**src/rtl/class_similarity_search_if.sv**
```systemverilog
// Bus bundle for the class similarity search stage: query frame stream in,
// class ROM address out / data in, and the argmin result handshake out.
interface class_similarity_search_if #(
   parameter int FRAME_WIDTH = 64,
   parameter int CLASS_ID_W  = 3,
   parameter int FRAME_IDX_W = 2,
   parameter int DIST_W      = 8
);
   logic [FRAME_WIDTH-1:0] q_frame;
   logic                   q_valid;
   logic                   q_ready;
   logic [CLASS_ID_W-1:0]  cv_frame_id;
   logic [FRAME_IDX_W-1:0] cv_frame_index;
   logic [FRAME_WIDTH-1:0] class_vec_in;
   logic                   result_valid;
   logic                   result_ready;
   logic [CLASS_ID_W-1:0]  result_class;
   logic [DIST_W-1:0]      result_dist;

   // Query source, class ROM and result consumer side.
   modport master (
      output q_frame, q_valid, class_vec_in, result_ready,
      input  q_ready, cv_frame_id, cv_frame_index, result_valid, result_class, result_dist
   );

   // Search engine side.
   modport slave (
      input  q_frame, q_valid, class_vec_in, result_ready,
      output q_ready, cv_frame_id, cv_frame_index, result_valid, result_class, result_dist
   );
endinterface

```
**src/rtl/class_similarity_search.sv**
```systemverilog
// Associative search: buffers a query hypervector, walks every class frame of
// the class ROM, accumulates per-class Hamming distance in a two-stage
// pipeline and reports the class with the smallest distance.
module class_similarity_search #(
   parameter int NUM_CLASSES = 8,
   parameter int NUM_FRAMES  = 3,
   parameter int FRAME_WIDTH = 64,
   parameter int CLASS_ID_W  = 3,
   parameter int FRAME_IDX_W = 2,
   parameter int DIST_W      = 8
) (
   input logic                      clk,
   input logic                      rst,
   class_similarity_search_if.slave bus
);

   localparam int PART_W = $clog2(FRAME_WIDTH + 1);
   localparam logic [FRAME_IDX_W-1:0] LAST_FRM = FRAME_IDX_W'(NUM_FRAMES - 1);
   localparam logic [CLASS_ID_W-1:0]  LAST_CLS = CLASS_ID_W'(NUM_CLASSES - 1);

   typedef enum logic [1:0] {
      S_LOAD,
      S_SEARCH,
      S_DRAIN,
      S_DONE
   } state_t;

   state_t                 state, state_nxt;
   logic [FRAME_IDX_W-1:0] load_cnt;
   logic [FRAME_IDX_W-1:0] frm;
   logic [CLASS_ID_W-1:0]  cls;
   logic [FRAME_WIDTH-1:0] qbuf [NUM_FRAMES];
   logic                   accept;
   logic                   issue;

   // Stage 1: per-frame partial distance with its class tag.
   logic                   s1_valid;
   logic                   s1_last;
   logic [CLASS_ID_W-1:0]  s1_tag;
   logic [PART_W-1:0]      s1_part;

   // Stage 2: per-class accumulator and running minimum.
   logic [DIST_W-1:0]      acc;
   logic [DIST_W-1:0]      s2_total;
   logic [DIST_W-1:0]      best_dist;
   logic [CLASS_ID_W-1:0]  best_class;

   function automatic logic [PART_W-1:0] popcount(input logic [FRAME_WIDTH-1:0] v);
      logic [PART_W-1:0] n;
      n = '0;
      for (int i = 0; i < FRAME_WIDTH; i++) n = n + PART_W'(v[i]);
      return n;
   endfunction

   // State register.
   always_ff @(posedge clk) begin
      if (rst) state <= S_LOAD;
      else     state <= state_nxt;
   end

   // Next-state decode and handshake/address outputs.
   always_comb begin
      // NOTE: combinational blocks use blocking '=' with every output defaulted
      // first, so no path leaves a signal unassigned and no latch is inferred.
      state_nxt          = state;
      bus.q_ready        = 1'b0;
      bus.cv_frame_id    = '0;
      bus.cv_frame_index = '0;
      bus.result_valid   = 1'b0;
      accept             = 1'b0;
      issue              = 1'b0;
      case (state)
         S_LOAD: begin
            bus.q_ready = !rst;
            accept      = bus.q_valid && !rst;
            if (accept && load_cnt == LAST_FRM) state_nxt = S_SEARCH;
         end
         S_SEARCH: begin
            issue              = 1'b1;
            bus.cv_frame_id    = cls;
            bus.cv_frame_index = frm;
            if (cls == LAST_CLS && frm == LAST_FRM) state_nxt = S_DRAIN;
         end
         S_DRAIN: state_nxt = S_DONE;
         S_DONE: begin
            bus.result_valid = 1'b1;
            if (bus.result_ready) state_nxt = S_LOAD;
         end
         default: state_nxt = S_LOAD;
      endcase
   end

   // Query buffer write; only the accept strobe guards it.
   always_ff @(posedge clk) begin
      // NOTE: the query buffer is storage, not control state, so it has no
      // reset; a stale query can never be searched because load_cnt restarts.
      if (accept) qbuf[load_cnt] <= bus.q_frame;
   end

   // Load counter plus class/frame walk counters.
   always_ff @(posedge clk) begin
      // NOTE: sequential state uses non-blocking '<=' so every register
      // samples pre-edge values regardless of statement order.
      if (rst) begin
         load_cnt <= '0;
         frm      <= '0;
         cls      <= '0;
      end else begin
         if (accept) load_cnt <= (load_cnt == LAST_FRM) ? '0 : load_cnt + 1'b1;
         if (issue) begin
            if (frm == LAST_FRM) begin
               frm <= '0;
               cls <= (cls == LAST_CLS) ? '0 : cls + 1'b1;
            end else begin
               frm <= frm + 1'b1;
            end
         end
      end
   end

   // Stage 1: XOR the ROM frame with the matching query frame and count ones.
   always_ff @(posedge clk) begin
      if (rst) begin
         s1_valid <= 1'b0;
         s1_last  <= 1'b0;
         s1_tag   <= '0;
         s1_part  <= '0;
      end else begin
         s1_valid <= issue;
         s1_last  <= (frm == LAST_FRM);
         s1_tag   <= cls;
         s1_part  <= popcount(bus.class_vec_in ^ qbuf[frm]);
      end
   end

   // Class total including the partial arriving this cycle.
   always_comb begin
      s2_total = acc + DIST_W'(s1_part);
   end

   // Stage 2: accumulate per class and keep the strict minimum (ties keep the lower index).
   always_ff @(posedge clk) begin
      if (rst) begin
         acc        <= '0;
         best_dist  <= '0;
         best_class <= '0;
      end else if (s1_valid) begin
         if (s1_last) begin
            acc <= '0;
            if (s1_tag == '0 || s2_total < best_dist) begin
               best_dist  <= s2_total;
               best_class <= s1_tag;
            end
         end else begin
            acc <= s2_total;
         end
      end
   end

   assign bus.result_class = best_class;
   assign bus.result_dist  = best_dist;

endmodule
```
**src/flat_wrapper.sv**
```systemverilog
// flat-port wrapper written by rule: the top's interface ports become plain ports
module class_similarity_search_flat 
#(
   parameter int NUM_CLASSES = 8,
   parameter int NUM_FRAMES  = 3,
   parameter int FRAME_WIDTH = 64,
   parameter int CLASS_ID_W  = 3,
   parameter int FRAME_IDX_W = 2,
   parameter int DIST_W      = 8
)
  (clk, rst, bus_q_frame, bus_q_valid, bus_class_vec_in, bus_result_ready, bus_q_ready, bus_cv_frame_id, bus_cv_frame_index, bus_result_valid, bus_result_class, bus_result_dist);
  class_similarity_search_if #(.FRAME_WIDTH(FRAME_WIDTH), .CLASS_ID_W(CLASS_ID_W), .FRAME_IDX_W(FRAME_IDX_W), .DIST_W(DIST_W)) bus_i ();
  input logic clk;
  input logic rst;
  input wire logic [$bits(bus_i.q_frame)-1:0] bus_q_frame;
  input wire logic [$bits(bus_i.q_valid)-1:0] bus_q_valid;
  input wire logic [$bits(bus_i.class_vec_in)-1:0] bus_class_vec_in;
  input wire logic [$bits(bus_i.result_ready)-1:0] bus_result_ready;
  output wire logic [$bits(bus_i.q_ready)-1:0] bus_q_ready;
  output wire logic [$bits(bus_i.cv_frame_id)-1:0] bus_cv_frame_id;
  output wire logic [$bits(bus_i.cv_frame_index)-1:0] bus_cv_frame_index;
  output wire logic [$bits(bus_i.result_valid)-1:0] bus_result_valid;
  output wire logic [$bits(bus_i.result_class)-1:0] bus_result_class;
  output wire logic [$bits(bus_i.result_dist)-1:0] bus_result_dist;
  assign bus_i.q_frame = bus_q_frame;
  assign bus_i.q_valid = bus_q_valid;
  assign bus_i.class_vec_in = bus_class_vec_in;
  assign bus_i.result_ready = bus_result_ready;
  assign bus_q_ready = bus_i.q_ready;
  assign bus_cv_frame_id = bus_i.cv_frame_id;
  assign bus_cv_frame_index = bus_i.cv_frame_index;
  assign bus_result_valid = bus_i.result_valid;
  assign bus_result_class = bus_i.result_class;
  assign bus_result_dist = bus_i.result_dist;
  class_similarity_search #(.NUM_CLASSES(NUM_CLASSES), .NUM_FRAMES(NUM_FRAMES), .FRAME_WIDTH(FRAME_WIDTH), .CLASS_ID_W(CLASS_ID_W), .FRAME_IDX_W(FRAME_IDX_W), .DIST_W(DIST_W)) u_core (.clk(clk), .rst(rst), .bus(bus_i));
endmodule
```
**config.mk**
```make
export PLATFORM = sky130hd
export DESIGN_NAME = class_similarity_search_flat
export DESIGN_NICKNAME = d
export VERILOG_FILES = /design/src/rtl/class_similarity_search_if.sv /design/src/rtl/class_similarity_search.sv /design/src/flat_wrapper.sv
export SDC_FILE = /design/constraint.sdc
export NUM_CORES = 1
export LEC_CHECK = 0
export BUFFER_PORTS_ARGS = -buffer_cell sky130_fd_sc_hd__buf_4
export CAP_MARGIN = 5
export CORE_MARGIN = 10
export CORE_UTILIZATION = 60
export DETAILED_ROUTE_END_ITERATION = 10
export GPL_ROUTABILITY_DRIVEN = 0
export HOLD_SLACK_MARGIN = 0.08
export PLACE_DENSITY_LB_ADDON = 0.3
export SLEW_MARGIN = 40
export SYNTH_ARGS = -nofsm -noshare
export SYNTH_HDL_FRONTEND = slang
export SYNTH_SLANG_ARGS = --single-unit
export TNS_END_PERCENT = 5
```
**constraint.sdc**
```tcl
create_clock -name clk -period 22.3 [get_ports clk]
set_input_delay 6.69 -clock clk [delete_from_list [all_inputs] [get_ports clk]]
set_output_delay 6.69 -clock clk [all_outputs]
set_load 0.05 [all_outputs]
```
# Word level (Yosys, flattened, before mapping)
# Memories as Yosys holds them, arrays and structs flattened. A register that Yosys moved wholly into a read port is not among the register bits.
# Index checks and enable logic that the tools add are counted.
[totals]
mem_bits_rw = 192
out_inout_bits = 18
mem_count = 1
inputBits = 132
reg_bits = 40
word_cells = 118
[classes]
n_reduce_logical = 10
n_addsub = 67
bitwise_logic = 1
muxes = 18
magnitude_cmp = 1
eq_ne = 9
[memory_table]
columns = ["memory", "words", "width", "rd", "rd_clocked_by_memory_dff", "wr", "line_no", "rtl"]
rows = [
  ["u_core.qbuf", 3, 64, 1, 1, 1, "class_similarity_search.sv:32", "logic [FRAME_WIDTH-1:0] qbuf [NUM_FRAMES];"],
]
[op_table]
columns = ["op", "n"]
rows = [
  ["7-bit by 1-bit adder with 7-bit output", 62],
  ["64-bit XOR", 1],
  ["2-bit two-way mux", 8],
  ["8-bit by 7-bit adder with 8-bit output", 1],
  ["2-bit == test, second input constant", 4],
  ["8-bit < comparator", 1],
  ["8-bit two-way mux", 1],
  ["2-bit one-hot mux with 4 select lines", 1],
  ["1-bit two-way mux", 6],
  ["3-bit two-way mux", 2],
  ["3-bit AND reduction", 2],
  ["2-bit by 1-bit adder with 2-bit output, second input constant", 2],
  ["2-bit by 1-bit != test with 1-bit output, second input constant", 2],
  ["3-bit by 1-bit adder with 3-bit output, second input constant", 1],
  ["3-bit == test, second input constant", 1],
  ["1-bit logical AND", 3],
  ["3-bit zero test", 1],
  ["1-bit by 1-bit adder with 2-bit output", 1],
  ["2-bit by 1-bit == test with 1-bit output, second input constant", 1],
  ["2-bit zero test", 1],
  ["2-bit != test, second input constant", 1],
  ["2-bit AND reduction", 1],
  ["1-bit zero test", 1],
  ["1-bit logical OR", 1],
]

# Logic depth before layout (Yosys ltp)
# Gate-level depths: netlist of run 1.
[logic_depth]
ltp_word = 64
depth_mapped = 27
mapped_depth_nobuf = 24

# Worst setup path before layout of run 1
# Ideal clock, no wire load.
[synth_timing]
path_kind = "input-to-output"
startpoint = "in rst"
endpoint = "out bus_q_ready"
path_stages = 1
slack_ps = 8200
required_time_ps = 15610
arrival_time_ps = 7410
n_path_buf = 0
cell_sequence = "nor2b_1"
[synth_between]
elab_chain_cells = 2
[synth_lines]
columns = ["item", "line_no", "rtl"]
rows = [
  ["from (decl)", "flat_wrapper.sv:14", "input logic rst;"],
  ["1-bit zero test", "class_similarity_search.sv:74", "bus.q_ready = !rst;"],
  ["1-bit two-way mux", "class_similarity_search.sv:72", "case (state)"],
  ["to (decl)", "flat_wrapper.sv:19", "output wire logic [$bits(bus_i.q_ready)-1:0] bus_q_ready;"],
]
# Every way passes these cells.

# Final worst setup path of run 1
# Same ends and word-level chain as after synthesis.

==> results of run 1 <==
flip-flops by register name (all words and copies together), names as in the netlist, named ones only:
| signal | cells |
|---|---|
| u_core.acc | 8 |
| u_core.bus.result_class | 3 |
| u_core.bus.result_dist | 8 |
| u_core.cls | 3 |
| u_core.frm | 2 |
| u_core.load_cnt | 2 |
| u_core.qbuf | 192 |
| u_core.s1_last | 1 |
| u_core.s1_part | 7 |
| u_core.s1_tag | 3 |
| u_core.s1_valid | 1 |
| u_core.state | 2 |
layout make-up:
class	instances	area, sq um	share of cell area
multi-input cells	513	4315	0.3220
flip-flops and latches	234	6614	0.4936
diodes	1	2.502	0.0001867
clock inverters	5	47.55	0.003548
inverters	79	296.5	0.02213
clock buffers	33	644.4	0.04809
well taps	234	292.8	0.02185
repair buffers	155	1187	0.08861
worst max-delay path, stage by stage:
cell	delay [ns]
buf_4	0.37
nor2b_1	0.12
buf_4	0.21
cell families (layout without fill, tap and decap cells):
group,Yosys count,in the layout,share of synthesized area
AND/OR/NAND/NOR,152,152,0.06139
buffers and inverters,108,272,0.03968
AO/OA/AOI/OAI,134,134,0.06779
adder cells (fa/ha/maj),92,92,0.1378
other,0,1,0
XOR/XNOR,69,69,0.05323
multiplexers,66,66,0.05819
flip-flops,234,234,0.5819
layout by cell type, fill, tap and decap left out, types with 2 or more instances in the layout:
| cell | count |
|---|---|
| clkinv_1 | 3 |
| ha_1 | 37 |
| clkbuf_16 | 24 |
| nor3_1 | 8 |
| nand3_1 | 11 |
| dfxtp_4 | 2 |
| fa_1 | 55 |
| buf_4 | 151 |
| edfxtp_1 | 192 |
| a21boi_0 | 2 |
| clkinv_2 | 2 |
| a211oi_2 | 2 |
| and2_1 | 6 |
| o21ai_0 | 79 |
| o21ai_1 | 2 |
| a21oi_1 | 23 |
| a211oi_1 | 4 |
| xor2_1 | 13 |
| nor2_1 | 25 |
| or3_1 | 2 |
| inv_1 | 78 |
| nand2_1 | 77 |
| nand2b_1 | 3 |
| nor3b_2 | 2 |
| clkbuf_1 | 8 |
| a21o_1 | 3 |
| nor2b_1 | 7 |
| xnor2_1 | 56 |
| nor3b_1 | 2 |
| a22oi_1 | 5 |
| buf_6 | 3 |
| mux2i_1 | 66 |
| dfxtp_1 | 40 |
| o2111ai_1 | 2 |
metal layers:
layer | up-vias | part of all wire | global-route usage
met4 | 0 | 0.024 | 0.05031
met2 | 164 | 0.51 | 0.3192
li1 | 3281 | - | -
met5 | - | 0 | 0
met3 | 43 | 0.065 | 0.04039
met1 | 3214 | 0.40 | 0.2134
metrics by stage:
step | util | std cells | worst slack [ns] | area, sq um | hold slack, ns
after floorplan | - | 855 | 8.200 | 11350 | 0.4431
after global placement | 0.6796 | 1214 | 8.229 | 12670 | 0.4631
after detailed placement | 0.6805 | 1214 | 8.217 | 12690 | 0.4594
after CTS | 0.7176 | 1252 | 8.213 | 13380 | 0.4683
after global routing | 0.7188 | 1254 | 8.143 | 13400 | 0.4967
final | 0.7188 | 1254 | 8.213 | 13400 | 0.4733
worst min path at each step:
| stage | to | slack, ns |
|---|---|---|
| after global routing | u_core.bus.result_class[0]$_SDFFE_PP0P_ | 0.50 |
| final | u_core.bus.result_class[2]$_SDFFE_PP0P_ | 0.47 |
| after global placement | u_core.bus.result_class[1]$_SDFFE_PP0P_ | 0.46 |
| after detailed placement | u_core.bus.result_class[2]$_SDFFE_PP0P_ | 0.46 |
| after CTS | u_core.bus.result_class[2]$_SDFFE_PP0P_ | 0.47 |
| after floorplan | u_core.bus.result_class[2]$_SDFFE_PP0P_ | 0.44 |
==> flow_metrics.env, run 1 <==
export IMPL_yosys_top_cells_area="edfxtp_1 51%, fa_1 9.7%, dfxtp_1 7.4%"
export IMPL_root_buffer="clkbuf_16"
export IMPL_hp_class="flip-flop to flip-flop"
export IMPL_start_kind="primary input"
export IMPL_ios=150
export IMPL_cts_path_max_buffers=3
export IMPL_finalCriticalPeriod_ns=14.09
export IMPL_fp_coreArea_sq_um=18640
export IMPL_cts_setup_buffers=0
export IMPL_reg2reg_depth=24
export IMPL_fmax_ghz=0.07099
export IMPL_yosysSeqAreaShare=0.5819
export IMPL_setup_viol=0
export IMPL_synth_seq_cells=234
export IMPL_reg2reg_slack_ns=14.37
export IMPL_cp_required_ns=15.61
export IMPL_worstHoldStart="u_core.s1_tag[2]$_SDFF_PP0_"
export IMPL_drtIter0Drc=340
export IMPL_syn_inst=855
export IMPL_yosysWarningCount=0
export IMPL_die_height_microns=157.6
export IMPL_clk_latency_ns=0.50
export IMPL_synth_flop_cell="edfxtp_1"
export IMPL_yosys_top_cells_count="192 x edfxtp_1, 79 x o21ai_0, 78 x inv_1"
export IMPL_rsz0062_at_grt="false"
export IMPL_nFillCells=1257
export IMPL_worstMarginPinSlew_ns=0.8154
export IMPL_portBuffers=149
export IMPL_cap_violations=0
export IMPL_antenna_found_initial=1
export IMPL_wl_per_cell_microns=17.87
export IMPL_finClkSkew_ns=0.007728
export IMPL_dieArea_sq_um=24820
export IMPL_cp_startpoint="rst"
export IMPL_start_util=0.6089
export IMPL_grt_pass1_wl_mm=35.09
export IMPL_viasPerCell=5.344
export IMPL_routed_via_count=6702
export IMPL_netlist_area_sq_um=11350
export IMPL_critPathKind="primary input to primary output"
export IMPL_critPathArrivalTime_ns=7.40
export IMPL_maxSlewHeadroom=0.4564
export IMPL_syn_to_final_growth_pct=18.04
export IMPL_final_nets=1230
export IMPL_worst_r2r_endpoint="u_core.s1_part[6]$_SDFF_PP0_"
export IMPL_final_antenna_net_count=0
export IMPL_finalCritPeriodShare=0.6317
export IMPL_drv_slew=0
export IMPL_synth_edf_count=192
export IMPL_first_global_vias=6960
export IMPL_cts_tree="done"
export IMPL_async_reset_ff_frac=0
export IMPL_ys_types=52
export IMPL_avgSynthCellArea_sq_um=13.28
export IMPL_synth_top_area_frac=0.5079
export IMPL_setup_tns_ns=0
export IMPL_dpl_hpwl_mm=15.37
export IMPL_yosys_area_top_type="edfxtp_1"
export IMPL_totalWireLength_mm=22.42
export IMPL_htree_levels=1
export IMPL_drc=0
export IMPL_endpoint="bus_q_ready"
export IMPL_drive_above_1_share=0.1933
export IMPL_yosys_cell_count_top_type="edfxtp_1"
export IMPL_grt_usage=0.1794
export IMPL_numCtsBuffers=23
export IMPL_cts_resized=0
export IMPL_hold_violations=0
export IMPL_die_width_microns=157.6
export IMPL_grt_max_degree=87
export IMPL_num_rows=50
export IMPL_clock_sinks=234
export IMPL_synthesis_nets=1079
export IMPL_status="completed"
export IMPL_grt_overflow=0
export IMPL_cp_end_kind="primary output"
export IMPL_drt_pass1_iter_count=5
export IMPL_cts_hold_buf=0
export IMPL_path_max_fanout=42
export IMPL_clk_pin_slew_ns=0.06
export IMPL_min_delay_path_depth=2
Power of run 1 is not shown: default switching activity piles up to over one toggle a cycle in this logic, so the estimate is an artifact.
==> run 2: changes to the inputs <==
- CORE_UTILIZATION: 60 -> 58
- clock period: 22.3 -> 14.3 ns (I/O delays scaled with it)
==> flow_metrics.env, run 2 (synthesized netlist as in run 1, its figures left out) <==
export IMPL_status="completed"
export IMPL_cts_hold_buf=0
export IMPL_ios=150
export IMPL_clk_pin_slew_ns=0.06
export IMPL_layout_common_cells="192 x edfxtp_1, 151 x buf_4, 79 x o21ai_0, 78 x inv_1, 77 x nand2_1"
export IMPL_critPathArrivalTime_ns=10.71
export IMPL_drc=0
export IMPL_fmax_ghz=0.09730
export IMPL_start_kind="primary input"
export IMPL_viasPerCell=5.190
export IMPL_postLayoutCoreUtil=0.6983
export IMPL_cts_tree="done"
export IMPL_dpl_hpwl_mm=15.46
export IMPL_worstMarginPinSlew_ns=0.7452
export IMPL_hp_class="flip-flop to flip-flop"
export IMPL_drv_slew=0
export IMPL_fp_coreArea_sq_um=19330
export IMPL_htree_levels=1
export IMPL_finClkSkew_ns=0.01563
export IMPL_final_common_cell="edfxtp_1"
export IMPL_dieArea_sq_um=25570
export IMPL_cp_end_kind="flip-flop"
export IMPL_grt_max_degree=81
export IMPL_hold_violations=0
export IMPL_drt_pass1_iter_count=4
export IMPL_largest_register_ffs=192
export IMPL_drive_above_1_share=0.2021
export IMPL_wl_per_cell_microns=17.29
export IMPL_critPathKind="primary input to flip-flop"
export IMPL_clk_latency_ns=0.52
export IMPL_final_nets=1230
export IMPL_totalWireLength_mm=22.31
export IMPL_grt_pass1_wl_mm=35.48
export IMPL_grt_usage=0.1722
export IMPL_portBuffers=149
export IMPL_cts_resized=0
export IMPL_path_max_fanout=2
export IMPL_rsz0062_at_grt="false"
export IMPL_finalWorstSetupSlack_ns=4.022
export IMPL_cap_violations=0
export IMPL_die_height_microns=159.9
export IMPL_final_antenna_net_count=0
export IMPL_setup_viol=0
export IMPL_top_register="u_core.qbuf"
export IMPL_numCtsBuffers=24
export IMPL_nFillCells=1378
export IMPL_cts_setup_buffers=0
export IMPL_root_buffer="clkbuf_16"
export IMPL_dp_slack_ns=3.488
export IMPL_maxSlewHeadroom=0.5032
export IMPL_first_global_vias=6922
export IMPL_setup_tns_ns=0
export IMPL_finalCriticalPeriod_ns=10.28
export IMPL_clock_sinks=234
export IMPL_grt_overflow=0
export IMPL_die_width_microns=159.9
export IMPL_finalCritPeriodShare=0.7187
export IMPL_routed_via_count=6695
export IMPL_syn_to_final_growth_pct=18.94
export IMPL_antenna_found_initial=1
export IMPL_drtIter0Drc=440
export IMPL_start_util=0.5871
export IMPL_cp_required_ns=14.73
export IMPL_cts_path_max_buffers=3
export IMPL_num_rows=51
==> run 2: stage by stage <==
| stage | instances | hold slack [ns] | area, sq um |
|---|---|---|---|
| after detailed placement | 1245 | 0.4605 | 12720 |
| final | 1290 | 0.4652 | 13500 |
| after CTS | 1289 | 0.4691 | 13500 |
| after global routing | 1290 | 0.4960 | 13500 |
| after global placement | 1245 | 0.4637 | 12710 |
| after floorplan | 855 | 0.4431 | 11350 |
==> run 2: critical path: stages <==
cell and delay (ns):
buf_4 0.11, xor2_1 0.16, ha_1 0.32, inv_1 0.06, fa_1 0.50, fa_1 0.54
fa_1 0.54, fa_1 0.52, fa_1 0.52, fa_1 0.52, fa_1 0.52, fa_1 0.51
fa_1 0.47, fa_1 0.39, nor2b_1 0.15, o21ai_0 0.11, a21boi_0 0.25, o21bai_1 0.09
a21oi_1 0.14
==> run 2: worst paths after layout <==
check | startpoint | end | slack (ns) | depth (start not counted)
setup / recovery | bus_class_vec_in[0] | u_core.s1_part[6]$_SDFF_PP0_ | 4.02 | 19
hold / removal | u_core.s1_tag[0]$_SDFF_PP0_ | u_core.bus.result_class[0]$_SDFFE_PP0P_ | 0.47 | 2
setup reg to reg | flip-flop | u_core.s1_part[6]$_SDFF_PP0_ | 6.30 | 23
hold reg to reg | u_core.s1_tag[0]$_SDFF_PP0_ | u_core.bus.result_class[0]$_SDFFE_PP0P_ | 0.47 | 2
==> run 2: layout make-up <==
type,count,area [sq um],area share
flip-flops and latches,234,6614,0.4899
diodes,1,2.502,0.0001853
repair buffers,154,1167,0.08646
inverters,79,296.5,0.02196
clock buffers,27,633.1,0.04689
multi-input cells,513,4315,0.3196
well taps,265,331.6,0.02456
clock inverters,17,141.4,0.01047
==> run 2: metal layers <==
layer,global-route usage,part of all wire,vias up
met3,0.04422,0.062,36
met4,0.05050,0.021,0
met2,0.2994,0.50,163
li1,-,-,3282
met5,0,0,-
met1,0.2071,0.41,3214
Power of run 2 is left out for the same reason.
==> run 3: changes to the inputs <==
- clock period: 14.3 -> 9.7 ns (I/O delays scaled with it)
==> flow_metrics.env, run 3 (synthesized netlist as in run 1, its figures left out) <==
export IMPL_place_area_sq_um=12750
export IMPL_setup_tns_ns=0
export IMPL_maxSlewHeadroom=0.4969
export IMPL_grt_max_degree=67
export IMPL_wl_per_cell_microns=17.82
export IMPL_num_rows=51
export IMPL_critPathKind="primary input to flip-flop"
export IMPL_finalCriticalPeriod_ns=8.900
export IMPL_portBuffers=149
export IMPL_drt_pass1_iter_count=5
export IMPL_final_common_cell="edfxtp_1"
export IMPL_grt_overflow=0
export IMPL_setup_viol=0
export IMPL_clk_latency_ns=0.52
export IMPL_final_antenna_net_count=0
export IMPL_hp_class="flip-flop to flip-flop"
export IMPL_die_height_microns=159.9
export IMPL_rsz0062_at_grt="false"
export IMPL_cap_violations=0
export IMPL_critPathArrivalTime_ns=9.33
export IMPL_dp_slack_ns=0.2669
export IMPL_htree_levels=1
export IMPL_antenna_found_initial=0
export IMPL_final_nets=1234
export IMPL_drive_above_1_share=0.1965
export IMPL_die_width_microns=159.9
export IMPL_start_util=0.5871
export IMPL_totalWireLength_mm=23.04
export IMPL_cp_required_ns=10.13
export IMPL_drc=0
export IMPL_antenna_cells=0
export IMPL_largest_register_ffs=192
export IMPL_clk_pin_slew_ns=0.06
export IMPL_finalWorstSetupSlack_ns=0.7996
export IMPL_ios=150
export IMPL_grt_usage=0.1777
export IMPL_nFillCells=1378
export IMPL_top_register="u_core.qbuf"
export IMPL_root_buffer="clkbuf_16"
export IMPL_cts_resized=0
export IMPL_final_cell_area_sq_um=13490
export IMPL_drtIter0Drc=265
export IMPL_hold_violations=0
export IMPL_path_max_fanout=2
export IMPL_status="completed"
export IMPL_worstMarginPinSlew_ns=0.7496
export IMPL_layout_common_cells="192 x edfxtp_1, 154 x buf_4, 79 x o21ai_0, 78 x inv_1, 77 x nand2_1"
export IMPL_regArea_sq_um=6614
export IMPL_start_kind="primary input"
export IMPL_cts_setup_buffers=0
export IMPL_drv_slew=0
export IMPL_fp_coreArea_sq_um=19330
export IMPL_multi_input_area_sq_um=4315
export IMPL_dieArea_sq_um=25570
export IMPL_viasPerCell=5.202
export IMPL_syn_to_final_growth_pct=18.81
export IMPL_cts_hold_buf=0
export IMPL_dpl_hpwl_mm=16.09
export IMPL_routed_via_count=6726
export IMPL_finalCritPeriodShare=0.9176
export IMPL_cts_tree="done"
export IMPL_first_global_vias=7049
export IMPL_fmax_ghz=0.1124
export IMPL_grt_pass1_wl_mm=36.59
export IMPL_numCtsBuffers=25
export IMPL_clock_sinks=234
export IMPL_cp_end_kind="flip-flop"
export IMPL_finClkSkew_ns=0.02399
export IMPL_cts_path_max_buffers=3
## run 3: worst paths after layout
check,slack (ns),end,cells after the start,start
max,0.80,u_core.s1_part[6]$_SDFF_PP0_,19,bus_class_vec_in[0]
min,0.47,u_core.bus.result_class[1]$_SDFFE_PP0P_,2,u_core.bus.result_class[1]$_SDFFE_PP0P_
max reg2reg,1.94,u_core.s1_part[6]$_SDFF_PP0_,23,flip-flop
min reg2reg,0.47,u_core.bus.result_class[1]$_SDFFE_PP0P_,2,u_core.bus.result_class[1]$_SDFFE_PP0P_
## run 3: per-stage QoR
stage | instances | hold slack [ns] | util
floorplan | 855 | 0.4431 | -
global placement | 1248 | 0.4628 | 0.6584
detailed placement | 1248 | 0.4692 | 0.6593
CTS | 1293 | 0.4772 | 0.6976
global route | 1293 | 0.5018 | 0.6976
finish | 1293 | 0.4750 | 0.6976
## run 3: final cells by class
cell class | instances | area share
multi-input combinational | 513 | 0.3199
inverter | 79 | 0.02199
sequential | 234 | 0.4904
clock inverter | 13 | 0.006586
clock buffer | 32 | 0.04833
timing repair buffer | 157 | 0.08822
tap | 265 | 0.02458
## run 3: per-layer routing
layer / GRT usage / up-vias / routed length, microns
met5: 0 / - / 0
met4: 0.04674 / 0 / 481
met3: 0.04576 / 32 / 1433
met2: 0.3196 / 158 / 11860
met1: 0.2063 / 3242 / 9265
li1: - / 3294 / -
## run 3: critical path, stage by stage
cell and delay (ns):
buf_4 0.11, xor2_1 0.16, ha_1 0.29, inv_1 0.05
fa_1 0.50, fa_1 0.54, fa_1 0.53, fa_1 0.52
fa_1 0.51, fa_1 0.52, fa_1 0.52, fa_1 0.52
fa_1 0.48, fa_1 0.39, nor2b_1 0.15, o21ai_0 0.11
a21boi_0 0.27, o21bai_1 0.09, a21oi_1 0.14
Power of run 3 is left out for the same reason.
